`src/rtl/fifo_pkg.sv`:
```
// Shared constants for my_fifo and its downstream stream bridge.
// Helper sizes the burst position counter.
package fifo_pkg;

  localparam int FIFO_DATA_W = 128;

  function automatic int beat_idx_w(input int burst_len);
    return (burst_len > 1) ? $clog2(burst_len) : 1;
  endfunction

endpackage

```
`src/rtl/fifo_stream_bridge_if.sv`:
```
// FIFO read-port and output-stream signals of fifo_stream_bridge.
// master = bridge side, slave = FIFO + consumer side.
interface fifo_stream_bridge_if
  import fifo_pkg::*;
#(
  parameter int DATA_W = FIFO_DATA_W,
  parameter int CNT_W  = 32
);

  logic              o_fifo_rden;
  logic [DATA_W-1:0] i_fifo_rddata;
  logic              i_fifo_empty;
  logic              o_valid;
  logic [DATA_W-1:0] o_data;
  logic              o_last;
  logic              i_ready;
  logic              i_flush;
  logic [CNT_W-1:0]  o_beat_total;

  modport master (
    output o_fifo_rden,
    input  i_fifo_rddata,
    input  i_fifo_empty,
    output o_valid,
    output o_data,
    output o_last,
    input  i_ready,
    input  i_flush,
    output o_beat_total
  );

  modport slave (
    input  o_fifo_rden,
    output i_fifo_rddata,
    output i_fifo_empty,
    input  o_valid,
    input  o_data,
    input  o_last,
    output i_ready,
    output i_flush,
    input  o_beat_total
  );

endinterface

```
`src/rtl/fifo_stream_bridge_skid.sv`:
```
// Two-entry skid buffer: registered valid/data, push lands in first free slot after accept.
// Output valid one cycle after push; holds data stable while the consumer stalls.
module stream_skid_buf
  import fifo_pkg::*;
#(
  parameter int DATA_W = FIFO_DATA_W
) (
  input  logic              clk,
  input  logic              rstn,
  input  logic              flush,
  input  logic              push,
  input  logic [DATA_W-1:0] push_dat,
  input  logic              rdy,
  output logic              vld,
  output logic [DATA_W-1:0] dat,
  output logic              acc,
  output logic [1:0]        cnt
);

  logic [DATA_W-1:0] buf_q [2];
  logic [1:0]        buf_cnt;
  logic [1:0]        cnt_after_acc;

  assign vld           = (buf_cnt != 2'd0);
  assign acc           = vld & rdy;
  assign dat           = buf_q[0];
  assign cnt           = buf_cnt;
  assign cnt_after_acc = buf_cnt - {1'b0, acc};

  always_ff @(posedge clk) begin
    if (!rstn) begin
      buf_q[0] <= '0;
      buf_q[1] <= '0;
      buf_cnt  <= 2'd0;
    end else begin
      if (flush) begin
        buf_cnt <= 2'd0;
      end else begin
        buf_cnt <= cnt_after_acc + {1'b0, push};
      end
      if (acc) begin
        buf_q[0] <= buf_q[1];
      end
      // A push after the head leaves must overwrite the shifted head slot.
      if (push) begin
        if (cnt_after_acc == 2'd0) begin
          buf_q[0] <= push_dat;
        end else begin
          buf_q[1] <= push_dat;
        end
      end
    end
  end

endmodule

```
`src/rtl/fifo_stream_bridge.sv`:
```
// Drains a show-ahead FIFO into a registered valid/ready stream framed in BURST_LEN-beat bursts.
// One cycle pop-to-valid; pop depends only on buffer occupancy, so i_ready never reaches o_fifo_rden.
module fifo_stream_bridge
  import fifo_pkg::*;
#(
  parameter int DATA_W    = FIFO_DATA_W,
  parameter int BURST_LEN = 4,
  parameter int CNT_W     = 32
) (
  input  logic                 clk,
  input  logic                 rstn,
  fifo_stream_bridge_if.master bus
);

  localparam int               IDX_W    = beat_idx_w(BURST_LEN);
  localparam logic [IDX_W-1:0] LAST_IDX = IDX_W'(BURST_LEN - 1);

  logic              push;
  logic              acc;
  logic              valid;
  logic [1:0]        buf_cnt;
  logic [DATA_W-1:0] data;
  logic [IDX_W-1:0]  beat_idx;
  logic [CNT_W-1:0]  beat_total;

  assign push = rstn & ~bus.i_flush & ~bus.i_fifo_empty & (buf_cnt != 2'd2);

  stream_skid_buf #(
    .DATA_W(DATA_W)
  ) u_skid (
    .clk     (clk),
    .rstn    (rstn),
    .flush   (bus.i_flush),
    .push    (push),
    .push_dat(bus.i_fifo_rddata),
    .rdy     (bus.i_ready),
    .vld     (valid),
    .dat     (data),
    .acc     (acc),
    .cnt     (buf_cnt)
  );

  always_ff @(posedge clk) begin
    if (!rstn) begin
      beat_idx <= '0;
    end else if (bus.i_flush) begin
      beat_idx <= '0;
    end else if (acc) begin
      beat_idx <= (beat_idx == LAST_IDX) ? '0 : beat_idx + 1'b1;
    end
  end

  // Beats accepted in a flush cycle still count here.
  always_ff @(posedge clk) begin
    if (!rstn) begin
      beat_total <= '0;
    end else if (acc && (beat_total != '1)) begin
      beat_total <= beat_total + 1'b1;
    end
  end

  assign bus.o_fifo_rden  = push;
  assign bus.o_valid      = valid;
  assign bus.o_data       = data;
  assign bus.o_last       = valid & (beat_idx == LAST_IDX);
  assign bus.o_beat_total = beat_total;

endmodule
```
`src/flat_wrapper.sv`:
```
// flat-port wrapper written by rule: the top's interface ports become plain ports
module fifo_stream_bridge_flat import fifo_pkg::*;
#(
  parameter int DATA_W    = FIFO_DATA_W,
  parameter int BURST_LEN = 4,
  parameter int CNT_W     = 32
)
  (clk, rstn, bus_o_fifo_rden, bus_i_fifo_rddata, bus_i_fifo_empty, bus_o_valid, bus_o_data, bus_o_last, bus_i_ready, bus_i_flush, bus_o_beat_total);
  fifo_stream_bridge_if #(.DATA_W(DATA_W), .CNT_W(CNT_W)) bus_i ();
  input  logic clk;
  input  logic rstn;
  output wire logic [$bits(bus_i.o_fifo_rden)-1:0] bus_o_fifo_rden;
  input wire logic [$bits(bus_i.i_fifo_rddata)-1:0] bus_i_fifo_rddata;
  input wire logic [$bits(bus_i.i_fifo_empty)-1:0] bus_i_fifo_empty;
  output wire logic [$bits(bus_i.o_valid)-1:0] bus_o_valid;
  output wire logic [$bits(bus_i.o_data)-1:0] bus_o_data;
  output wire logic [$bits(bus_i.o_last)-1:0] bus_o_last;
  input wire logic [$bits(bus_i.i_ready)-1:0] bus_i_ready;
  input wire logic [$bits(bus_i.i_flush)-1:0] bus_i_flush;
  output wire logic [$bits(bus_i.o_beat_total)-1:0] bus_o_beat_total;
  assign bus_o_fifo_rden = bus_i.o_fifo_rden;
  assign bus_i.i_fifo_rddata = bus_i_fifo_rddata;
  assign bus_i.i_fifo_empty = bus_i_fifo_empty;
  assign bus_o_valid = bus_i.o_valid;
  assign bus_o_data = bus_i.o_data;
  assign bus_o_last = bus_i.o_last;
  assign bus_i.i_ready = bus_i_ready;
  assign bus_i.i_flush = bus_i_flush;
  assign bus_o_beat_total = bus_i.o_beat_total;
  fifo_stream_bridge #(.DATA_W(DATA_W), .BURST_LEN(BURST_LEN), .CNT_W(CNT_W)) u_core (.clk(clk), .rstn(rstn), .bus(bus_i));
endmodule
```
`config.mk`:
```
export PLATFORM = sky130hd
export DESIGN_NAME = fifo_stream_bridge_flat
export DESIGN_NICKNAME = d
export VERILOG_FILES = /design/src/rtl/fifo_pkg.sv /design/src/rtl/fifo_stream_bridge_if.sv /design/src/rtl/fifo_stream_bridge_skid.sv /design/src/rtl/fifo_stream_bridge.sv /design/src/flat_wrapper.sv
export SDC_FILE = /design/constraint.sdc
export NUM_CORES = 1
export LEC_CHECK = 0
export ABC_CLOCK_PERIOD_IN_PS = 6730
export CAP_MARGIN = 20
export CORE_ASPECT_RATIO = 2
export CORE_MARGIN = 3
export CORE_UTILIZATION = 40
export DETAILED_ROUTE_END_ITERATION = 6
export PLACE_DENSITY = 0.68
export SLEW_MARGIN = 5
export SYNTH_ARGS = -nofsm -noshare
export SYNTH_HDL_FRONTEND = slang
export SYNTH_SLANG_ARGS = --single-unit
```
`constraint.sdc`:
```
create_clock -name clk -period 6.73 [get_ports clk]
set_input_delay 1.346 -clock clk [delete_from_list [all_inputs] [get_ports clk]]
set_output_delay 1.346 -clock clk [all_outputs]
set_load 0.005 [all_outputs]
```
# == Word level (Yosys, flattened, before mapping) ==
# Memory sizes are Yosys's and may differ from the RTL's.
# Cells that the tools add are included.
# totals
ramBits,256
input_bits,133
n_memories,1
reg_bits,36
# mem_list
name,words,word_bits,read_ports,rd_ports_with_merged_regs,wr,line,source
u_core.u_skid.buf_q,2,128,2,0,2,fifo_stream_bridge_skid.sv:20,logic [DATA_W-1:0] buf_q [2];
# classes
bitwise,11
add_sub_neg,4
mux,16
n_eq_ne,3
reduce_logical,4
# op_table
cell,n
2-to-1 mux 128 bit,3
adder 32 x 1 -> 32 bit (second input constant),1
!= test 32 bit (second input constant),1
2-to-1 mux 1 bit,12
bitwise AND 1 bit,5
NOT 1 bit,3
OR 1 bit,3
adder 2 x 1 -> 2 bit,1
adder 2 x 1 -> 2 bit (second input constant),1
equality test 2 bit (second input constant),1
logical NOT 2 bit,1
2-to-1 mux 2 bit,1
!= test 2 bit (second input constant),1
nonzero test 2 bit,1
OR reduction 2 bit,1
subtractor 2 x 1 -> 2 bit,1
logical AND 1 bit,1

# == Logic depth before layout (Yosys ltp) ==
# Gate-level depths: netlist of run 1.
# logic_depth
depth_word,9
depth_mapped,8

# == Modules after synthesis ==
# Synthesis of run 1 repeated with hierarchy kept, for this count alone.
# unflattened
hier_cells,1215
hier_area_um2,13788.2
# by_module_without_submodules
module,area_each_um2,cells_each,n_inst
stream_skid_buf,11918.9,1001,1
fifo_stream_bridge,1869.3,214,1

# == Least setup slack after synthesis of run 1 ==
# No wires, ideal clock.
# synth_timing
path_kind,input to register
startpoint,input port rstn
endpoint,"memory u_core.u_skid.buf_q[0][0] in the netlist's numbering, enable pin"
cell_stages,6
required_time_ps,5295
slack_ps,233
arrival_time_ps,5062
setup_ps,1435
n_path_buf,2
path_cell_list,buf_2 nand2b_1 nor3_1 nand2_1 clkbuf_1 nand3_1
# synth_rtl
element,line,source
from (decl),flat_wrapper.sv:11,input logic rstn;
to (decl),fifo_stream_bridge_skid.sv:20,

# == Final worst setup path of run 1 ==
# layout_timing
startpoint,input port rstn
endpoint,output port bus_o_fifo_rden
# layout_via
elab_chain_cells,3
# layout_lines
element,line,source
bitwise AND 1 bit (3 in a row),fifo_stream_bridge.sv:26,assign push = rstn & ~bus.i_flush & ~bus.i_fifo_empty & (buf_cnt != 2'd2);
to (decl),flat_wrapper.sv:12,output wire logic [$bits(bus_i.o_fifo_rden)-1:0] bus_o_fifo_rden;
# Every way passes these cells.

==> results of run 1 <==
==> cell usage after synthesis, types with 2 or more instances <==
| master | count |
|---|---|
| nand2_1 | 281 |
| edfxtp_1 | 256 |
| a21oi_1 | 144 |
| nor2b_1 | 132 |
| buf_4 | 129 |
| clkbuf_1 | 58 |
| dfxtp_1 | 36 |
| nand3_1 | 10 |
| nand4_1 | 10 |
| nor2_1 | 10 |
| o31ai_1 | 9 |
| nor4_1 | 7 |
| o21ai_0 | 7 |
| or3_1 | 7 |
| or4_2 | 7 |
| a21oi_2 | 6 |
| buf_2 | 6 |
| nand2b_1 | 6 |
| nor3_1 | 6 |
| inv_1 | 5 |
| xnor2_1 | 5 |
| and2_1 | 4 |
| o211ai_1 | 4 |
| or4_1 | 4 |
| and3_1 | 3 |
| and4_1 | 3 |
| ha_1 | 3 |
| mux2i_1 | 3 |
| o21a_1 | 3 |
| o21ai_2 | 3 |
| o31ai_2 | 3 |
| or3_2 | 3 |
| a2111o_1 | 2 |
| buf_1 | 2 |
| nand4_4 | 2 |
| o21ai_1 | 2 |
==> kinds of logic after synthesis <==
family / count (synthesis)
DFF: 292
muxes: 3
buffers and inverters: 202
AOI/OAI and AO/OA: 188
and+or+nand+nor: 501
xor gates and xnor gates: 6
adders and majority gates: 3
==> per-layer routing <==
| metal | share of wire (%) | vias up | global-route usage [%] |
|---|---|---|---|
| li1 | - | 4293 | - |
| met1 | 34 | 4252 | 18.9 |
| met2 | 54 | 288 | 32.7 |
| met3 | 6.2 | 94 | 4.19 |
| met4 | 5.0 | 12 | 9.24 |
| met5 | 0.32 | - | 0 |
==> worst min-delay path: cells and delay by family (launching register included) <==
family | cells | cell delay (ps)
flops | 1 | 320
simple gates | 1 | 60
compound gates | 1 | 60
==> through the flow <==
step	instances	cell area [um^2]	util [%]	setup WS (ps)
6_report	1787	16600	50.5	2060
2_1_floorplan	1195	13300	-	233
4_1_cts	1784	16600	50.4	2120
3_3_place_gp	1736	15800	47.9	2100
5_1_grt	1786	16600	50.5	2040
3_5_place_dp	1736	15800	47.9	2130
==> final timing paths <==
kind	start	endpoint	slack, ps
worst max-delay path	rstn	bus_o_fifo_rden	2060
worst min-delay path	u_core.beat_idx[1]$_SDFFE_PP0P_	u_core.beat_idx[1]$_SDFFE_PP0P_	480
worst max register to register	u_core.u_skid.cnt[1]$_SDFF_PP0_	u_core.u_skid.buf_q[0][27]$_SDFFCE_PN0P_	3810
worst min register to register	u_core.beat_idx[1]$_SDFFE_PP0P_	u_core.beat_idx[1]$_SDFFE_PP0P_	480
==> where the power goes <==
group          leakage, nW  total (mW)  switching, mW  internal [mW]
combinational         2.35       0.353          0.164          0.189
sequential            2.94        2.10         0.0303           2.07
clock                0.409        1.50          0.649          0.854
total                 5.69        3.95          0.844           3.11
==> area by class of cell <==
cell class	count	area, um^2
Fill cell	2976	16300
Inverter	5	18.8
Clock inverter	13	145
Timing Repair Buffer	306	3090
Tap cell	432	541
Clock buffer	35	706
Antenna cell	3	7.51
Sequential cell	292	8410
Multi-Input combinational cell	701	3710
==> flip-flops by register name, summed over array words and instances, names as in the netlist <==
signal                   count
u_core.beat_idx              2
u_core.u_skid.cnt            2
u_core.bus.o_beat_total     32
u_core.u_skid.buf_q        256
==> impl_results.md, run 1 <==
- Worst path max stage delay: 510 ps
- HPWL Detailed: 21,600 um
- CTS tree: yes
- Period Utilization, post-route: between 60 and 70%
- Share of cells above drive strength 1: 6.07%
- Element type at the critical path end: output pin
- Number of synthesized flops with an enable pin: 256
- DR WL/cell: 18.4 um
- Leak Pwr: 5.69 nW
- Synth Instances: 1,195
- Core Area: 32,900 um^2
- PD cells: 238 nW/um^2
- Row cnt: 94
- Yosys top cell by area: edfxtp_1
- First-pass DRT Iterations: 5
- CTS buffer count: 26
- Compound-Gate Fraction of Synth Area: 8.02%
- XOR/XNOR share of the synthesized area: 0.394%
- Mapped Nets: 1,331
- Buf/Inv on CP: 4
- Largest cells by area after synthesis: edfxtp_1, nand2_1, buf_4, nor2b_1, a21oi_1
- VDD IR max: about 0.00017 V
- Synth unique cells: 50
- Commonest non-fill, non-tap cell in the layout: clkdlybuf4s50_1
- Largest family of logic cells by synthesized area: simple AND/OR/NAND/NOR gates
- Die area: between 30,000 and 40,000 um^2
- H-tree lvl count: 1
- Yosys warnings: 0
- Mux contribution to synthesized area: 0.225%
- Slew Limit Fails: 0
- Slew Limit Headroom: 10.4%
- Simple-Gate Fraction of Synth Area: 18.5%
- Die Width: 135 um
- Seq/Total Area, Yosys: 63.0%
- CP Cell Sequence: clkdlybuf4s50_1 -> buf_4 -> nand2b_1 -> nor3_1 -> buf_4 -> clkdlybuf4s50_1
- Hold Path Cell Cnt: 2
- Adder-cell share of the synthesized area: 0.281%
- Skew-Pair Late Insertion Delay: 530 ps
- Commonest cells after routing, fill and taps aside: clkdlybuf4s50_1, nand2_1, edfxtp_1
- Final Hold Viols: 0
- Remaining DRCs: 0
- Max FO, Critical Path: 19
- Max-cap violations: 0
- Cell family with most CP delay: buffers and inverters
- Final #Nets: between 1k and 1.5k
- Tot Pwr: roughly 4.0 mW
- Worst path slowest cell: clkdlybuf4s50_1
- CTS Sinks: 292
- Clk_skew: roughly 15 ps
- Mapped Avg Cell Area: 11.2 um^2
- Post-Route WL: 32,900 um
- Gr ovfl total: 0
- Minimum clock period: 4670 ps
- Async S/R FF share, synth: 0%
- Clock Tree Root: clkbuf_16
- Worst path required time: ~5400 ps
- Final setup violation count: 0
- Ys flop type: edfxtp_1
- Via/cell ratio: 5.00
- Clock transition at path regs: 70 ps
- GPL Wtd Cong: ~0.94
- Hold-fix buffers, CTS: 0
- Post-CTS Setup Bufs: 0
- CTS resizes: 0
- Kind of critical path: in2out
- Status: finished clean
- Port Buf Inserts: 295
- RSZ-0062 raised after global routing: no
- Synth top area share: 57.6%
- Worst Setup Start Kind: input port
- Initial antenna violation count: 9
- Routed via count: 8,939
- Worst hold slack: 476 ps
- Critical path depth: 6
- Gr usage total: 17.9%
- Number of synthesized register bits: 292
- Area Overhead vs Synth: 24.5%
- Max Freq: between 200 and 250 MHz
- I/O pin total: 296
- Vias in the first global route: between 8k and 9k
- First-pass GRT wire length: 50,100 um
- First-iteration detailed-routing DRC count: 534
- Die height: about 260 um
- Largest net degree at the start of global routing: 257
- Post-Syn Area: 13,300 um^2
- CP Data Arrival Time: around 3300 ps
- Worst-margin pin slew: approximately 1300 ps
- Worst hold path type: reg2reg
- Setup TNS: 0 ps
- Max Root-Sink Buffers: 3
- Initial Util: 40.5%
- Post-DRT Antenna Nets: 0
- Worst-case reg-to-reg path depth: 8
Power figures use the tool's default switching activity.
==> run 2, diff against run 1 <==
--- a/config.mk
+++ b/config.mk
@@ -5,13 +5,13 @@
 export SDC_FILE = /design/constraint.sdc
 export NUM_CORES = 1
 export LEC_CHECK = 0
-export ABC_CLOCK_PERIOD_IN_PS = 6730
+export ABC_CLOCK_PERIOD_IN_PS = 4700
 export CAP_MARGIN = 20
 export CORE_ASPECT_RATIO = 2
 export CORE_MARGIN = 3
 export CORE_UTILIZATION = 40
 export DETAILED_ROUTE_END_ITERATION = 6
-export PLACE_DENSITY = 0.68
+export PLACE_DENSITY = 0.66
 export SLEW_MARGIN = 5
 export SYNTH_ARGS = -nofsm -noshare
 export SYNTH_HDL_FRONTEND = slang
==> constraint.sdc (replaced) <==
create_clock -name clk -period 4.7 [get_ports clk]
set_input_delay 0.94 -clock clk [delete_from_list [all_inputs] [get_ports clk]]
set_output_delay 0.94 -clock clk [all_outputs]
set_load 0.005 [all_outputs]
==> impl_results.md, run 2 (same netlist as run 1, synthesis figures left out) <==
- Status: finished clean
- Die area: 35,700 um^2 (unchanged)
- Via/cell ratio: 4.88 (-2.5%)
- Commonest non-fill, non-tap cell in the layout: clkdlybuf4s50_1
- Worst-margin pin slew: 967 ps (-376 ps)
- Multi-input gate area: 3710 um^2 (+0.24%)
- Minimum clock period: 3440 ps
- Max Root-Sink Buffers: 3 (unchanged)
- Max Freq: 291 MHz
- HPWL Detailed: 22,500 um (+4.1%)
- Max FO, Critical Path: 6 (-13)
- Final Hold Viols: 0 (unchanged)
- Largest net degree at the start of global routing: 129 (-50%)
- Die height: 264 um (unchanged)
- Hold-fix buffers, CTS: 0 (unchanged)
- Initial Util: 40.5% (unchanged)
- Clock transition at path regs: 70 ps (about the same)
- Post-Route WL: 33,200 um (+1.1%)
- CTS resizes: 0 (unchanged)
- CTS Sinks: 292 (unchanged)
- PD cells: 337 nW/um^2 (+42%)
- CTS tree: yes
- Max-cap violations: 0 (unchanged)
- DR WL/cell: 18.5 um (+0.69%)
- Worst hold slack: 473 ps (-3.70 ps)
- CP endpoint: bus_o_fifo_rden
- Port Buf Inserts: 295 (unchanged)
- Worst path required time: 3760 ps (-1620 ps)
- Final #Nets: 1,473 (+0.34%)
- I/O pin total: 296 (unchanged)
- Final setup violation count: 0 (unchanged)
- First-iteration detailed-routing DRC count: 451 (-16%)
- Skew-Pair Late Insertion Delay: 540 ps (about the same)
- Setup TNS: 0 ps (unchanged)
- CP Data Arrival Time: 2500 ps (-820 ps)
- Clock Tree Root: clkbuf_16
- Routed via count: 8,746 (-2.2%)
- Slew Limit Fails: 0 (unchanged)
- Most flop-heavy register: u_core.u_skid.buf_q
- Reg2reg end: u_core.bus.o_beat_total[17]$_SDFFE_PN0P_
- Remaining DRCs: 0 (unchanged)
- Vias in the first global route: 8,742 (-2.1%)
- Period Utilization, post-route: 73.2%
- Clk_skew: 14.1 ps (-0.876 ps)
- R2R setup slack: 2120 ps (-1690 ps)
- Row cnt: 94 (unchanged)
- Post-CTS Setup Bufs: 0 (unchanged)
- Flip-flop and latch area: 8410 um^2 (unchanged)
- Slew Limit Headroom: 35.3% (+25 points)
- GPL Wtd Cong: 0.856 (-8.6%)
- Die Width: 135 um (unchanged)
- Worst r2r src: u_core.bus.o_beat_total[0]$_SDFFE_PN0P_
- Area Overhead vs Synth: 25.0%
- Leak Pwr: 5.73 nW (+0.60%)
- Gr usage total: 18.2% (+0.22 points)
- Max reg flops: 256 (unchanged)
- Commonest cells after routing, fill and taps aside: clkdlybuf4s50_1, nand2_1, edfxtp_1
- First-pass DRT Iterations: 7 (+2)
- Worst Setup Start Kind: input port
- Critical Path Source: bus_i_flush
- Kind of critical path: in2out
- Core Area: 32,900 um^2 (unchanged)
- First-pass GRT wire length: 50,500 um (+0.69%)
- Element type at the critical path end: output pin
- Initial antenna violation count: 8 (-1)
- Worst-case reg-to-reg path depth: 6 (-2)
- RSZ-0062 raised after global routing: no
- CTS buffer count: 27 (+3.8%)
- Gr ovfl total: 0 (unchanged)
- H-tree lvl count: 1 (unchanged)
- Post-DRT Antenna Nets: 0 (unchanged)
- Filler Cell Count: 2,965 (-0.37%)
- Share of cells above drive strength 1: 6.63% (+0.57 points)
- VDD IR max: 0.000267 V (+53%)
- Worst hold path type: reg2reg
## run 2: routing by layer
metal / GRT usage, % / routed length [um]
met1: 19.2 / 11400
met3: 3.93 / 2020
met5: 0 / 34
met2: 34.0 / 18500
met4: 7.80 / 1240
## run 2: how the worst min path moves through the flow
| stage | start | to | slack [ps] | cells past startpoint |
|---|---|---|---|---|
| 2_1_floorplan | u_core.beat_idx[1]$_SDFFE_PP0P_ | u_core.beat_idx[1]$_SDFFE_PP0P_ | 440 | 2 |
| 3_5_place_dp | u_core.beat_idx[1]$_SDFFE_PP0P_ | u_core.beat_idx[1]$_SDFFE_PP0P_ | 470 | 2 |
| 6_report | u_core.beat_idx[1]$_SDFFE_PP0P_ | u_core.beat_idx[1]$_SDFFE_PP0P_ | 470 | 2 |
| 3_3_place_gp | u_core.beat_idx[1]$_SDFFE_PP0P_ | u_core.beat_idx[1]$_SDFFE_PP0P_ | 450 | 2 |
| 5_1_grt | u_core.beat_idx[1]$_SDFFE_PP0P_ | u_core.beat_idx[1]$_SDFFE_PP0P_ | 510 | 2 |
| 4_1_cts | u_core.beat_idx[1]$_SDFFE_PP0P_ | u_core.beat_idx[1]$_SDFFE_PP0P_ | 480 | 2 |
## run 2: power breakdown
part	leakage [nW]	switching (mW)	internal (mW)	total, mW
Combinational	2.38	0.236	0.273	0.509
Clock	0.411	0.966	1.15	2.12
Sequential	2.94	0.0429	2.96	3.00
## run 2: area by class of cell
cell class	instances	share of cell area [%]
Antenna cell	5	0.0750
Clock buffer	32	4.28
Clock inverter	17	0.788
Inverter	5	0.113
Multi-Input combinational cell	701	22.3
Sequential cell	292	50.4
Tap cell	432	3.24
Timing Repair Buffer	310	18.8
## run 2: metrics by stage
step	cells	total power [mW]	cell area [um^2]	setup slack (ps)	utilization (%)
after detailed placement	1740	3.58	15800	1270	48.0
after CTS	1789	5.69	16700	1260	50.6
after global placement	1740	3.57	15800	1290	48.0
after floorplan	1195	3.32	13400	246	-
after global routing	1793	5.85	16700	1160	50.6
final	1794	5.63	16700	1260	50.7
## run 2: worst max-delay path, cell delays in order
cell             delay, ps
clkdlybuf4s50_1        410
nand2b_1               230
nor3_1                 220
buf_4                  190
clkdlybuf4s50_1        510
==> run 3, diff against run 2 <==
--- a/config.mk
+++ b/config.mk
@@ -5,13 +5,13 @@
 export SDC_FILE = /design/constraint.sdc
 export NUM_CORES = 1
 export LEC_CHECK = 0
-export ABC_CLOCK_PERIOD_IN_PS = 4700
+export ABC_CLOCK_PERIOD_IN_PS = 2800
 export CAP_MARGIN = 20
 export CORE_ASPECT_RATIO = 2
 export CORE_MARGIN = 3
 export CORE_UTILIZATION = 40
 export DETAILED_ROUTE_END_ITERATION = 6
-export PLACE_DENSITY = 0.66
+export PLACE_DENSITY = 0.68
 export SLEW_MARGIN = 5
 export SYNTH_ARGS = -nofsm -noshare
 export SYNTH_HDL_FRONTEND = slang
==> constraint.sdc (replaced) <==
create_clock -name clk -period 2.8 [get_ports clk]
set_input_delay 0.56 -clock clk [delete_from_list [all_inputs] [get_ports clk]]
set_output_delay 0.56 -clock clk [all_outputs]
set_load 0.005 [all_outputs]
==> impl_results.md, run 3 (same netlist as run 1, synthesis figures left out) <==
- Logic pwr share: 9.3% (+0.3 points)
- Final setup violation count: 0 (unchanged)
- VDD IR max: 0.000484 V (+81%)
- Worst path slowest cell: clkdlybuf4s50_1
- Leak Pwr: 5.88 nW (+2.7%)
- Clock Tree Root: clkbuf_16
- Max-cap violations: 0 (unchanged)
- Worst path required time: 2240 ps (-1520 ps)
- Setup TNS: 0 ps (unchanged)
- Largest net degree at the start of global routing: 105 (-19%)
- Gr ovfl total: 0 (unchanged)
- Most flop-heavy register: u_core.u_skid.buf_q
- Kind of critical path: in2out
- Clock transition at path regs: 60 ps (about the same)
- Dpl cells: 1,758 (+1.0%)
- Post-DRT Antenna Nets: 0 (unchanged)
- Element type at the critical path end: output pin
- Die Width: 135 um (unchanged)
- Gr usage total: 18.3% (+0.13 points)
- CTS tree: yes
- Sw frac: 21.9% (-0.18 points)
- CP Data Arrival Time: 1980 ps (-520 ps)
- Max reg flops: 256 (unchanged)
- Slew Limit Fails: 0 (unchanged)
- Commonest cells after routing, fill and taps aside: clkdlybuf4s50_1, nand2_1, edfxtp_1
- Worst-margin pin slew: 639 ps (-328 ps)
- Clk_skew: 19.7 ps (+5.55 ps)
- GPL Wtd Cong: 0.878 (+2.6%)
- DR WL/cell: 18.6 um (+0.43%)
- Worst Setup Start Kind: input port
- Final #Nets: 1,491 (+1.2%)
- First-pass GRT wire length: 50,500 um (about the same)
- I/O pin total: 296 (unchanged)
- Die area: 35,700 um^2 (unchanged)
- Reg power frac: 52.5% (-0.8 points)
- Skew-Pair Late Insertion Delay: 540 ps (about the same)
- Area Overhead vs Synth: 27.2%
- Commonest non-fill, non-tap cell in the layout: clkdlybuf4s50_1
- CP Cell Sequence: clkdlybuf4s50_1 -> nand2b_4 -> nor3_2 -> clkdlybuf4s50_1
- HPWL Detailed: 23,500 um (+4.6%)
- Final Hold Viols: 0 (unchanged)
- Max Root-Sink Buffers: 3 (unchanged)
- Hold-fix buffers, CTS: 0 (unchanged)
- Max FO, Critical Path: 6 (unchanged)
- Share of cells above drive strength 1: 8.15% (+1.5 points)
- Clock power share: 38.2% (+0.6 points)
- Port Buf Inserts: 295 (unchanged)
- Int Pwr: 7.50 mW (+71%)
- CTS buffer count: 27 (unchanged)
- First-iteration detailed-routing DRC count: 516 (+14%)
- Initial Util: 40.5% (unchanged)
- Period Utilization, post-route: around 91%
- Post-Route WL: 33,700 um (+1.5%)
- Worst hold path type: reg2reg
- Max Freq: 394 MHz
- Routed via count: 9,034 (+3.3%)
- First-pass DRT Iterations: 5 (-2)
- Cell family with most CP delay: buffers and inverters
- Vias in the first global route: 8,780 (+0.43%)
- Minimum clock period: 2540 ps
- H-tree lvl count: 1 (unchanged)
- Post-CTS Setup Bufs: 0 (unchanged)
- Slew Limit Headroom: 57.2% (+22 points)
- Initial antenna violation count: 8 (unchanged)
- Row cnt: 94 (unchanged)
- Die height: 264 um (unchanged)
- Via/cell ratio: 4.98 (+2.2%)
- Core Area: 32,900 um^2 (unchanged)
- RSZ-0062 raised after global routing: no
- Most common cell on crit path: clkdlybuf4s50_1
- Remaining DRCs: 0 (unchanged)
- CTS resizes: 0 (unchanged)
- PD cells: 566 nW/um^2 (+68%)
- Buf/Inv on CP: 2 (-1)
- P_sw: 2.11 mW (+69%)
- CTS Sinks: 292 (unchanged)
- Worst path max stage delay: 560 ps (+50 ps)
- Status: finished clean
- Final Non-Filler Cells: 1,813 (+1.1%)
-- run 3: changes by cell type in the layout (fill, tap and decap cells not counted), moves of 2 or more --
cell,before,now
clkinvlp_2,0,2
bufinv_16,1,3
clkinv_2,3,8
inv_6,3,0
buf_4,9,17
buf_12,6,16
clkbuf_8,2,0
clkinv_1,5,2
clkinvlp_4,2,0
-- run 3: area by class of cell --
| class | count | area, um^2 |
|---|---|---|
| Timing Repair Buffer | 328 | 3400 |
| Antenna cell | 6 | 15.0 |
| Clock inverter | 18 | 174 |
| Fill cell | 2916 | 16000 |
| Sequential cell | 292 | 8410 |
| Clock buffer | 31 | 691 |
| Inverter | 5 | 18.8 |
| Multi-Input combinational cell | 701 | 3730 |
| Tap cell | 432 | 541 |
-- run 3: worst min-delay path, stage by stage (launching register included) --
cell,delay (ps)
dfxtp_1,310
nand2_1,50
a21oi_1,50
-- run 3: path summary, 6_finish.rpt --
kind,start,to,slack (ps),depth (start not counted)
setup reg to reg,u_core.bus.o_beat_total[1]$_SDFFE_PN0P_,u_core.bus.o_beat_total[12]$_SDFFE_PN0P_,390,7
hold reg to reg,u_core.beat_idx[1]$_SDFFE_PP0P_,u_core.beat_idx[1]$_SDFFE_PP0P_,470,2
hold / removal,u_core.beat_idx[1]$_SDFFE_PP0P_,u_core.beat_idx[1]$_SDFFE_PP0P_,470,2
setup / recovery,rstn,bus_o_fifo_rden,260,4
-- run 3: power by group through the flow --
stage | sequential, mW | combinational (mW) | clock (mW)
5_1_grt | 5.06 | 0.966 | 3.94
6_report | 5.05 | 0.893 | 3.67
2_1_floorplan | 5.11 | 0.459 | 0
4_1_cts | 5.05 | 0.907 | 3.79
3_5_place_dp | 5.14 | 0.902 | 0
3_3_place_gp | 5.14 | 0.892 | 0
-- run 3: through the flow --
step | util [%] | hold WS (ps) | cell area [um^2] | total power [mW] | setup WS [ps]
detailed placement | 48.9 | 459 | 16100 | 6.04 | 239
CTS | 51.5 | 468 | 17000 | 9.74 | 249
global route | 51.5 | 504 | 17000 | 9.97 | 164
floorplan | - | 438 | 13400 | 5.57 | 43.1
global placement | 48.9 | 455 | 16100 | 6.03 | 217
finish | 51.5 | 466 | 17000 | 9.61 | 263
-- run 3: metal layers --
layer / vias to the layer above / wire, um / GRT usage (%)
li1: 4346 / - / -
met1: 4312 / 11300 / 19.7
met2: 296 / 18600 / 33.5
met3: 76 / 2020 / 3.39
met4: 4 / 1730 / 9.27
met5: - / 21 / 0
==> variant 1 (config.mk and constraints of run 1) <==
Set the package constant `FIFO_DATA_W` to 256 (it was 128).
--- a/src/rtl/fifo_pkg.sv
+++ b/src/rtl/fifo_pkg.sv
@@ -2,7 +2,7 @@
 // Helper sizes the burst position counter.
 package fifo_pkg;
 
-  localparam int FIFO_DATA_W = 128;
+  localparam int FIFO_DATA_W = 256;
 
   function automatic int beat_idx_w(input int burst_len);
     return (burst_len > 1) ? $clog2(burst_len) : 1;
Ports: changed (resized bus_i_fifo_rddata and bus_o_data); port bits go from 296 to 552. The function was not compared with the original's and may differ.
==> variant 1 against run 1 <==
  * Clock skew up 14 ps
  * Sequential share of layout area up 2.2 points
  * Synthesized area increased by 84%
  * Design area grew 84%
  * Critical path type unchanged
  * Maximum frequency up 3.3%
  * Total power up 91%
  * First-iteration DRC count is 140% higher
  * Register-to-register slack improved by 100 ps
  * Wire length rose by 92%
  * Highest routed layer unchanged
  * Setup slack improved by 150 ps
  * Sequential cell count is 256 higher
==> variant 1: results (changes against run 1) <==
{| class="wikitable"
! Metric !! Value
|-
| Cell Area, Placed || 28900 um2 (+83%)
|-
| Top cells by instance count after synthesis || nand2_1, edfxtp_1, a21oi_1
|-
| Run status || completed
|-
| Met1 capacity usage during global routing || 22.3% (+3.4 points)
|-
| CP max FO || 18 (-1)
|-
| Count of flip-flops with a built-in enable after synthesis || 512 (+100%)
|-
| Global-route met3 utilization || 5.67% (+1.5 points)
|-
| 1st-iter DRT viols || 1287 (+140%)
|-
| Total combinational power || 693 uW (+96%)
|-
| Count of input and output buffers || 551 (+87%)
|-
| Post-route met1 wirelength || 23.3 mm (+110%)
|-
| CTS H-tree depth || 2 (+1)
|-
| Met3 Routed Length || 5.51 mm (+170%)
|-
| Sum of met2 wire segment lengths after detailed routing || 32.3 mm (+82%)
|-
| R2r startpoint || u_core.u_skid.cnt[0]
|-
| Antenna violations before repair || 14 (+5)
|-
| Detail Placement HPWL || 41.6 mm (+93%)
|-
| Worst-case vdd ir drop || 221 uV (+26%)
|-
| Number of buffers created by CTS || 49 (+88%)
|-
| Overall Global Routing Usage || 18.9% (+0.96 points)
|-
| Portion of total power attributed to sequential cells || 52.7% (-0.4 points)
|-
| Least-Margin Pin Slew || 1190 ps (-158 ps)
|-
| Worst-skew pair later-pin latency || 600 ps (+70 ps)
|-
| Final weighted congestion in routability-driven placement || 0.824 (-12%)
|-
| Largest net degree at the start of global routing || 200 (-22%)
|-
| Number of nets in the layout || 2647 (+80%)
|-
| Arr. time, crit path || 3170 ps (-150 ps)
|-
| Fraction of the yosys area taken by sequential cells || 65.7% (+2.7 points)
|-
| Met2 track demand over resource || 32.9% (+0.25 points)
|-
| Final wirelength || 63.1 mm (+92%)
|}
## variant 1: cell type report
cell class                 instances  area (um2)  area share, %
tap                              774         968           3.17
antenna                            7        17.5         0.0574
clock inverter                    29         324           1.06
timing repair buffer             569        5740           18.8
multi-input combinational       1211        6060           19.9
inverter                           4        15.0         0.0492
clock buffer                      58        1280           4.20
sequential                       548       16100           52.8
## variant 1: critical path, stage by stage
cell,delay [ps]
clkdlybuf4s50_1,470
buf_4,260
nand2b_1,230
nor3_1,290
clkdlybuf4s50_1,570
## variant 1: per-stage QoR
| step | util, % | setup slack [ps] | power [mW] | instances |
|---|---|---|---|---|
| 6_report | 50.6 | 2210 | 7.55 | 3200 |
| 5_1_grt | 50.6 | 2090 | 7.80 | 3195 |
| 4_1_cts | 50.6 | 2260 | 7.64 | 3193 |
| 3_5_place_dp | 48.0 | 2250 | 4.76 | 3106 |
| 3_3_place_gp | 48.0 | 2230 | 4.74 | 3106 |
| 2_1_floorplan | - | -3490 | 4.41 | 2138 |
## variant 1: cells by family (layout without fill, tap and decap cells)
family                   after synthesis  after routing  synth area share, %
AO/OA/AOI/OAI                        310            310                 6.78
AND/OR/NAND/NOR                      883            883                 16.9
flip-flops                           548            548                 65.7
XOR/XNOR                              13             13                0.465
buffers and inverters                379            660                 9.89
other                                  0              7                    0
adder cells (fa/ha/maj)                3              3                0.153
multiplexers                           2              2               0.0817
## variant 1: path summary, 6_finish.rpt
check	endpoint	slack (ps)	cells past startpoint
setup / recovery	bus_o_fifo_rden	2210	5
setup reg to reg	u_core.u_skid.buf_q[0][402]	3910	4
hold reg to reg	u_core.beat_idx[1]	480	2
hold / removal	u_core.beat_idx[1]	480	2
==> variant 2 (config.mk and constraints of run 1) <==
Without the edit above. One comparison of `beat_idx` changes from == to >=.
--- a/src/rtl/fifo_stream_bridge.sv
+++ b/src/rtl/fifo_stream_bridge.sv
@@ -62,7 +62,7 @@
   assign bus.o_fifo_rden  = push;
   assign bus.o_valid      = valid;
   assign bus.o_data       = data;
-  assign bus.o_last       = valid & (beat_idx == LAST_IDX);
+  assign bus.o_last       = valid & (beat_idx >= LAST_IDX);
   assign bus.o_beat_total = beat_total;
 
 endmodule
Check against the original RTL: same outputs for any inputs over 4 cycles, from zero or initial values and one cycle with rstn low; that may be too few to reach the edited logic, so the function may still have changed.
==> variant 2 against run 1 <==
  * Synthesized area shrank 1.8%
  * Maximum frequency is 10% lower
  * Count of clock-buffer cells in the layout rose by 1
  * Total power increased by 3.8%
  * Design area is 0.75% lower
  * Synthesized cell count shrank 1.4%
  * Clock skew decreased by 5.0 ps
  * Global-route usage fell by 0.14 points
  * Sequential cell count unchanged
  * Wire length down 1.3%
  * Combinational power grew 13%
  * Setup slack got worse by 520 ps
  * Critical path depth fell by 1
==> variant 2: results (changes against run 1) <==
{| class="wikitable"
! Metric !! Value
|-
| Run status || completed
|-
| CP peak stage delay || 860 ps (+350 ps)
|-
| Synth Area in Adders || 0.382% (+0.10 points)
|-
| Post-synth cell types || 39 (-22%)
|-
| Final weighted congestion in routability-driven placement || 0.845 (-9.8%)
|-
| Fraction of the yosys area taken by sequential cells || 64.1% (+1.1 points)
|-
| Synthesized-area fraction occupied by xor and xnor cells || 0.935% (+0.54 points)
|-
| Top cells by instance count after synthesis || nand2_1, edfxtp_1, a21oi_1
|-
| Post-synthesis net count || 1315 (-1.2%)
|-
| Gate count after technology mapping || 1178 (-1.4%)
|-
| Number of nets in the layout || 1462 (-0.41%)
|-
| Final wirelength || 32.4 mm (-1.3%)
|-
| Leakage power || 5.71 nW (+0.33%)
|-
| First-pass GRT wire length || 48.7 mm (-2.8%)
|-
| Slew Limit Headroom || 33.8% (+23 points)
|-
| Switching Share || 21.8% (+0.44 points)
|-
| Count of filler cells inserted in the layout || 2905 (-2.4%)
|-
| 1st-iter DRT viols || 445 (-17%)
|-
| Share of the synthesized area in compound gates (AO/OA/AOI/OAI) || 6.91% (-1.1 points)
|-
| Share of cell area taken by muxes after synthesis || 0.382% (+0.16 points)
|-
| Via count of the first global-routing pass || 8549 (-4.2%)
|-
| Cell types occupying the most area after synthesis || edfxtp_1, nand2_1, buf_4
|-
| Largest net degree at the start of global routing || 98 (-62%)
|-
| Final instance count without filler cells || 1777 (-0.56%)
|-
| Ratio of routed vias to standard cells || 4.85 (-3.0%)
|-
| R2r worst-path depth || 9 (+1)
|}
variant 2: critical path, delay by kind of cell:
kind	cells	cell delay (ps)
AND/OR/NAND/NOR	1	220
AO/OA/AOI/OAI	1	860
buffers and inverters	3	1420
variant 2: logic make-up (layout without fill, tap and decap cells):
group | count (synthesis) | count (layout)
simple gates | 490 | 490
flops | 292 | 292
buf+inv | 204 | 371
compound gates | 169 | 169
xor+xnor | 14 | 14
mux | 5 | 5
fa+ha+maj | 4 | 4
other cells | 0 | 5
variant 2: worst paths after layout:
path,end,slack (ps)
max,bus_o_fifo_rden,1540
min,u_core.beat_idx[1],470
max reg2reg,u_core.u_skid.buf_q[0][69],2900
min reg2reg,u_core.beat_idx[1],470
variant 2: layout make-up:
type                       instances  area [um2]  area share [%]
timing repair buffer             312        3090            18.8
multi-input combinational        682        3500            21.2
antenna                            5        12.5          0.0759
inverter                          10        37.5           0.228
sequential                       292        8410            51.0
clock inverter                    13         150           0.910
clock buffer                      36         762            4.62
tap                              427         534            3.24
variant 2: power groups by stage:
stage          combinational (mW)  clock, mW  sequential [mW]
6_report                    0.400       1.58             2.12
5_1_grt                     0.435       1.70             2.13
4_1_cts                     0.407       1.62             2.12
3_5_place_dp                0.405          0             2.16
3_3_place_gp                0.400          0             2.16
2_1_floorplan               0.221          0             2.15
variant 2: metal layers:
layer	track usage [%]	wire length [um]	share of wire, %
met1	18.3	11000	34
met2	34.4	18300	57
met3	3.45	1770	5.4
met4	7.89	1290	4.0
met5	0	46	0.14
variant 2: metrics by stage:
stage	util, %	setup WS, ps	total power, mW
finish	51.2	1540	4.10
global route	51.2	1410	4.26
CTS	51.1	1540	4.15
detailed placement	48.3	1320	2.57
global placement	48.3	1380	2.56
floorplan	-	1310	2.37
